[src/rtl/sa_result_drain_if.sv]
// Output stream of the systolic result drain: one 32-bit word per beat,
// tagged with its source row and an end-of-bank marker.
interface sa_result_drain_if #(
  parameter int unsigned RW = 3
);
  logic          m_valid;
  logic          m_ready;
  logic [31:0]   m_data;
  logic [RW-1:0] m_row;
  logic          m_last;

  modport master (output m_valid, m_data, m_row, m_last, input m_ready);
  modport slave  (input m_valid, m_data, m_row, m_last, output m_ready);
endinterface

[src/rtl/sa_result_drain.sv]
// Result drain for SA_CORE: acknowledges finished row results into a two-bank
// ping-pong buffer and serializes them one word per beat onto a valid/ready stream.
module sa_result_drain #(
  parameter int unsigned ROWS = 8,
  parameter int unsigned RW   = $clog2(ROWS)
) (
  input  logic              clk,
  input  logic              rstn,
  input  logic [31:0]       routport [ROWS],
  input  logic [0:ROWS-1]   rvalidport,
  output logic              outread,
  output logic              busy,
  sa_result_drain_if.master m
);
  localparam int unsigned DW = 32;
  localparam int unsigned NB = 2;

  logic [DW-1:0]   data_q [NB][ROWS];
  logic [0:ROWS-1] mask_q [NB];
  logic [0:ROWS-1] mask_d [NB];
  logic [NB-1:0]   full_q, full_d;
  logic            wp_q, wp_d;
  logic            rp_q, rp_d;
  logic            outread_q;
  logic            busy_q, busy_d;
  logic            m_valid_q, m_valid_d;
  logic [DW-1:0]   m_data_q, m_data_d;
  logic [RW-1:0]   m_row_q, m_row_d;
  logic            m_last_q, m_last_d;
  logic            cap_c, hs_c, sel_found;

  // Bank bookkeeping; capture and free never target the same bank on one edge.
  always_comb begin
    cap_c  = (|rvalidport) && !outread_q && !full_q[wp_q];
    hs_c   = m_valid_q && m.m_ready;
    mask_d = mask_q;
    full_d = full_q;
    wp_d   = wp_q;
    rp_d   = rp_q;
    if (hs_c) begin
      mask_d[rp_q][m_row_q] = 1'b0;
      if (m_last_q) begin
        full_d[rp_q] = 1'b0;
        rp_d         = ~rp_q;
      end
    end
    if (cap_c) begin
      mask_d[wp_q] = rvalidport;
      full_d[wp_q] = 1'b1;
      wp_d         = ~wp_q;
    end
  end

  // Next output word: lowest pending row of the read bank; data bypasses the
  // bank array when that bank is being filled on this very edge.
  always_comb begin
    m_valid_d = full_d[rp_d];
    m_row_d   = '0;
    m_last_d  = 1'b0;
    m_data_d  = '0;
    sel_found = 1'b0;
    if (m_valid_d) begin
      m_last_d = 1'b1;
      for (int unsigned r = 0; r < ROWS; r++) begin
        if (mask_d[rp_d][r]) begin
          if (!sel_found) begin
            sel_found = 1'b1;
            m_row_d   = RW'(r);
          end else begin
            m_last_d = 1'b0;
          end
        end
      end
      m_data_d = (cap_c && (rp_d == wp_q)) ? routport[m_row_d] : data_q[rp_d][m_row_d];
    end
    busy_d = |full_d;
  end

  always_ff @(posedge clk or negedge rstn) begin
    if (!rstn) begin
      mask_q    <= '{default: '0};
      full_q    <= '0;
      wp_q      <= 1'b0;
      rp_q      <= 1'b0;
      outread_q <= 1'b0;
      busy_q    <= 1'b0;
      m_valid_q <= 1'b0;
      m_data_q  <= '0;
      m_row_q   <= '0;
      m_last_q  <= 1'b0;
    end else begin
      mask_q    <= mask_d;
      full_q    <= full_d;
      wp_q      <= wp_d;
      rp_q      <= rp_d;
      outread_q <= cap_c;
      busy_q    <= busy_d;
      m_valid_q <= m_valid_d;
      m_data_q  <= m_data_d;
      m_row_q   <= m_row_d;
      m_last_q  <= m_last_d;
    end
  end

  // Payload storage needs no reset: the mask gates every read.
  always_ff @(posedge clk) begin
    if (cap_c) begin
      for (int unsigned r = 0; r < ROWS; r++) begin
        if (rvalidport[r]) data_q[wp_q][r] <= routport[r];
      end
    end
  end

  assign outread   = outread_q;
  assign busy      = busy_q;
  assign m.m_valid = m_valid_q;
  assign m.m_data  = m_data_q;
  assign m.m_row   = m_row_q;
  assign m.m_last  = m_last_q;
endmodule

[src/flat_wrapper.sv]
// flat-port wrapper written by rule: the top's interface ports become plain ports
module sa_result_drain_flat 
#(
  parameter int unsigned ROWS = 8,
  parameter int unsigned RW   = $clog2(ROWS)
)
  (clk, rstn, routport, rvalidport, outread, busy, m_m_valid, m_m_data, m_m_row, m_m_last, m_m_ready);
  sa_result_drain_if #(.RW(RW)) m_i ();
  input  logic clk;
  input  logic rstn;
  input  logic [31:0] routport[ROWS];
  input  logic [0:ROWS-1] rvalidport;
  output logic outread;
  output logic busy;
  output wire logic [$bits(m_i.m_valid)-1:0] m_m_valid;
  output wire logic [$bits(m_i.m_data)-1:0] m_m_data;
  output wire logic [$bits(m_i.m_row)-1:0] m_m_row;
  output wire logic [$bits(m_i.m_last)-1:0] m_m_last;
  input wire logic [$bits(m_i.m_ready)-1:0] m_m_ready;
  assign m_m_valid = m_i.m_valid;
  assign m_m_data = m_i.m_data;
  assign m_m_row = m_i.m_row;
  assign m_m_last = m_i.m_last;
  assign m_i.m_ready = m_m_ready;
  sa_result_drain #(.ROWS(ROWS), .RW(RW)) u_core (.clk(clk), .rstn(rstn), .routport(routport), .rvalidport(rvalidport), .outread(outread), .busy(busy), .m(m_i));
endmodule
[config.mk]
export PLATFORM = sky130hd
export DESIGN_NAME = sa_result_drain_flat
export DESIGN_NICKNAME = d
export VERILOG_FILES = /design/src/rtl/sa_result_drain_if.sv /design/src/rtl/sa_result_drain.sv /design/src/flat_wrapper.sv
export SDC_FILE = /design/constraint.sdc
export NUM_CORES = 1
export LEC_CHECK = 0
export ABC_AREA = 0
export CAP_MARGIN = 20
export CORE_UTILIZATION = 60
export DETAILED_ROUTE_END_ITERATION = 16
export GPL_TIMING_DRIVEN = 0
export PLACE_DENSITY = 0.86
export REMOVE_ABC_BUFFERS = 1
export SLEW_MARGIN = 10
export SYNTH_ARGS = -nofsm -noshare
export SYNTH_HDL_FRONTEND = slang
export SYNTH_SLANG_ARGS = --single-unit
export TNS_END_PERCENT = 50
[constraint.sdc]
create_clock -name clk -period 7.2 [get_ports clk]
set_input_delay 1.44 -clock clk [delete_from_list [all_inputs] [get_ports clk]]
set_output_delay 1.44 -clock clk [all_outputs]
set_load 0.01 [all_outputs]
==> reports/summary.txt <==
Crit Path Max Fanout = 21
Synth-to-Final Area Change = 24.82%
Final worst setup slack = 1106 ps
Ys async rst share = 10.33%
Vias in the first global route = 18800
Final Skew = 11.17 ps
Worst setup EP type = flop
CP max-delay cell = xnor2_2
Placed Cells = 2678
RSZ-0062 raised after global routing = false
First-pass GRT wire length = 111000 um
Total CTS buffers = 55
Crit path required time = 7650 ps
Die W = 202.1 um
CP Class = input pin to flop
Dpl ws = 751.7 ps
Placer Congestion = 0.8938
DRC = 0
Cts hold-fix bufs = 0
PD cells = 524.9 nW/um^2
Endpoints failing setup = 0
Row count = 72
Initial DRT Pass Iterations = 8
Final period utilization = 84.64%
Fmax = 0.1641 GHz
Most common cell after layout, fill and taps aside = nand2_1
Via Count = 18470
Clock transition at the registers of the reported paths = 60 ps
HP Class = flop to flop
Critical path data arrival time = 6550 ps
Die ar. = 40820 um^2
Ys Warns = 0
# IOs = 306
Initial Util = 61.42%
Post-DP HPWL = 46620 um
CP Buf/Inv Count = 5
Worst-Skew Late Latency = 590 ps
CTS tree = yes
Max-cap viol count = 0
Crit-path cells = clkdlybuf4s50_1 > nand3_2 > xnor2_2 > inv_2 > mux2i_4 > o211ai_1 > a221oi_1 > o211ai_4 > buf_12 > nand4_1 > buf_6 > buf_8 > a21oi_1 > nor4_1 > nand3_1
Core Area = 39100 um^2
Final hold vios = 0
Port bufs = 305
Post-route cell area = 29970 um^2
Chip Height = 202.1 um
Register bit total from synthesis = 571
Final std cells w/o fill = 2795
Startpoint Class = input pin
Final Slew Violations = 0
Wire per inst = 27.29 um
Leak Pwr = 0.01094 uW
Max rail drop VDD = 0.0005321 V
Dpl cell area = 28230 um^2
Htree depth = 2
Initial antenna violation count = 18
Largest net degree at the start of global routing = 85
Outcome = complete, no violations
Total wire length = 76270 um
Total GRT Usage = 37.26%
EDFF count, synth = 512
Clk root buf = clkbuf_16
Vias per inst = 6.608
Post-Synthesis Cells = 1929
Longest Clk Path Bufs = 3
Yosys cell types = 52
Crit path max-delay family = buffers and inverters
# Post-CTS Setup Buffers = 0
Most frequent cells in the layout = nand2_1 (514), edfxtp_1 (512), clkdlybuf4s50_1 (304), nand3_1 (144), mux2i_1 (128)
Final min period = 6094 ps
Synth Flop Type = edfxtp_1
Post_cts resized = 0
Measured slew at the worst slew-check pin = 933.2 ps
Post-Syn Area = 24010 um^2
Layout cells sized above 1 = 7.696%
Mean area per synthesized cell = 12.45 um^2
Max_slew headroom = 37.42%
Sequential share of the synthesized area = 70.18%
Remaining Overflow, GRT = 0
Antenna viol nets, final = 0
Sink Count = 571
Number of DRC markers in iteration 0 = 2455
Slowest stage delay, CP = 670 ps
Final net count = 2484
Utilization after layout = 76.66%
==> where the power goes <==
| part | internal (uW) | leakage, uW | switching [uW] |
|---|---|---|---|
| combinational | 3260 | 0.00476 | 5500 |
| clock | 1570 | 0.000826 | 1200 |
| sequential | 4080 | 0.00536 | 120 |
==> per-stage QoR <==
stage	total power (uW)	TNS, ps	hold slack, ps
global route	16440	0	532.2
global placement	9234	-681410	501.1
finish	15730	0	510.4
CTS	15550	0	512.1
floorplan	8446	-358270	526.4
detailed placement	12710	0	500.0
==> Yosys cell counts, drive strengths merged (2+ instances only) <==
cell / count / area share [%]
mux2i: 129 / 5.4
o22ai: 64 / 1.7
and4: 2 / 0.073
a221oi: 2 / 0.073
nand4b: 2 / 0.073
clkbuf: 85 / 1.3
and3: 2 / 0.052
o21bai: 16 / 0.50
nor2: 39 / 0.61
inv: 4 / 0.063
buf: 36 / 0.77
a22oi: 2 / 0.083
a31oi: 32 / 0.83
a21oi: 127 / 2.6
and2: 17 / 0.44
nand3: 147 / 3.1
a211oi: 2 / 0.063
dfrtp: 59 / 6.1
o21ai: 26 / 0.60
nand2b: 3 / 0.078
mux2: 5 / 0.25
or3: 4 / 0.10
a21boi: 3 / 0.13
or4: 3 / 0.11
nand4: 36 / 0.94
o211ai: 9 / 0.34
nand2: 514 / 8.0
nor3: 3 / 0.063
edfxtp: 512 / 64
nor4: 33 / 0.91
o211a: 5 / 0.21
==> per-layer routing <==
layer / up-vias / global-route usage [%] / wire length [um]
li1: 7720 / - / -
met1: 8834 / 45.32 / 25490
met2: 1523 / 59.34 / 36210
met3: 386 / 9.449 / 9743
met4: 6 / 24.51 / 4789
met5: - / 0 / 38
==> sequential cells by signal, summed over array words and instances, names as in the netlist <==
| register | flops |
|---|---|
| u_core.rp_q | 1 |
| u_core.m.m_row | 3 |
| u_core.m.m_data | 32 |
| u_core.outread | 1 |
| u_core.wp_q | 1 |
| u_core.m.m_valid | 1 |
| u_core.busy | 1 |
| u_core.full_q | 2 |
| u_core.m.m_last | 1 |
| u_core.data_q | 512 |
| u_core.mask_q | 16 |
==> path summary, 6_finish.rpt <==
kind,start,endpoint,slack [ps],depth (start not counted)
setup / recovery,m_m_ready,u_core.m.m_data[13],1110,15
hold / removal,u_core.outread,u_core.outread,510,1
setup reg to reg,u_core.m.m_valid,u_core.m.m_data[13],2090,14
hold reg to reg,u_core.outread,u_core.outread,510,1
max in group asynchronous,rstn,u_core.m.m_data[4],5770,2
min in group asynchronous,rstn,u_core.m.m_last,800,1
==> area by class of cell <==
type	count	area, um^2
Clock buffer	75	1471
Timing Repair Buffer	352	3966
Tap cell	518	648.1
Clock inverter	26	226.5
Antenna cell	16	40.04
Fill cell	2281	9126
Inverter	4	15.01
Sequential cell	571	16850
Multi-Input combinational cell	1233	6753
==> logic make-up after synthesis <==
| logic type | synth area share [%] |
|---|---|
| and+or+nand+nor | 14.70 |
| buffers and inverters | 2.157 |
| muxes | 5.680 |
| AOI/OAI and AO/OA | 7.217 |
| xor gates and xnor gates | 0.06776 |
| DFF | 70.18 |
Note: power is estimated with default switching activity, not from simulation.
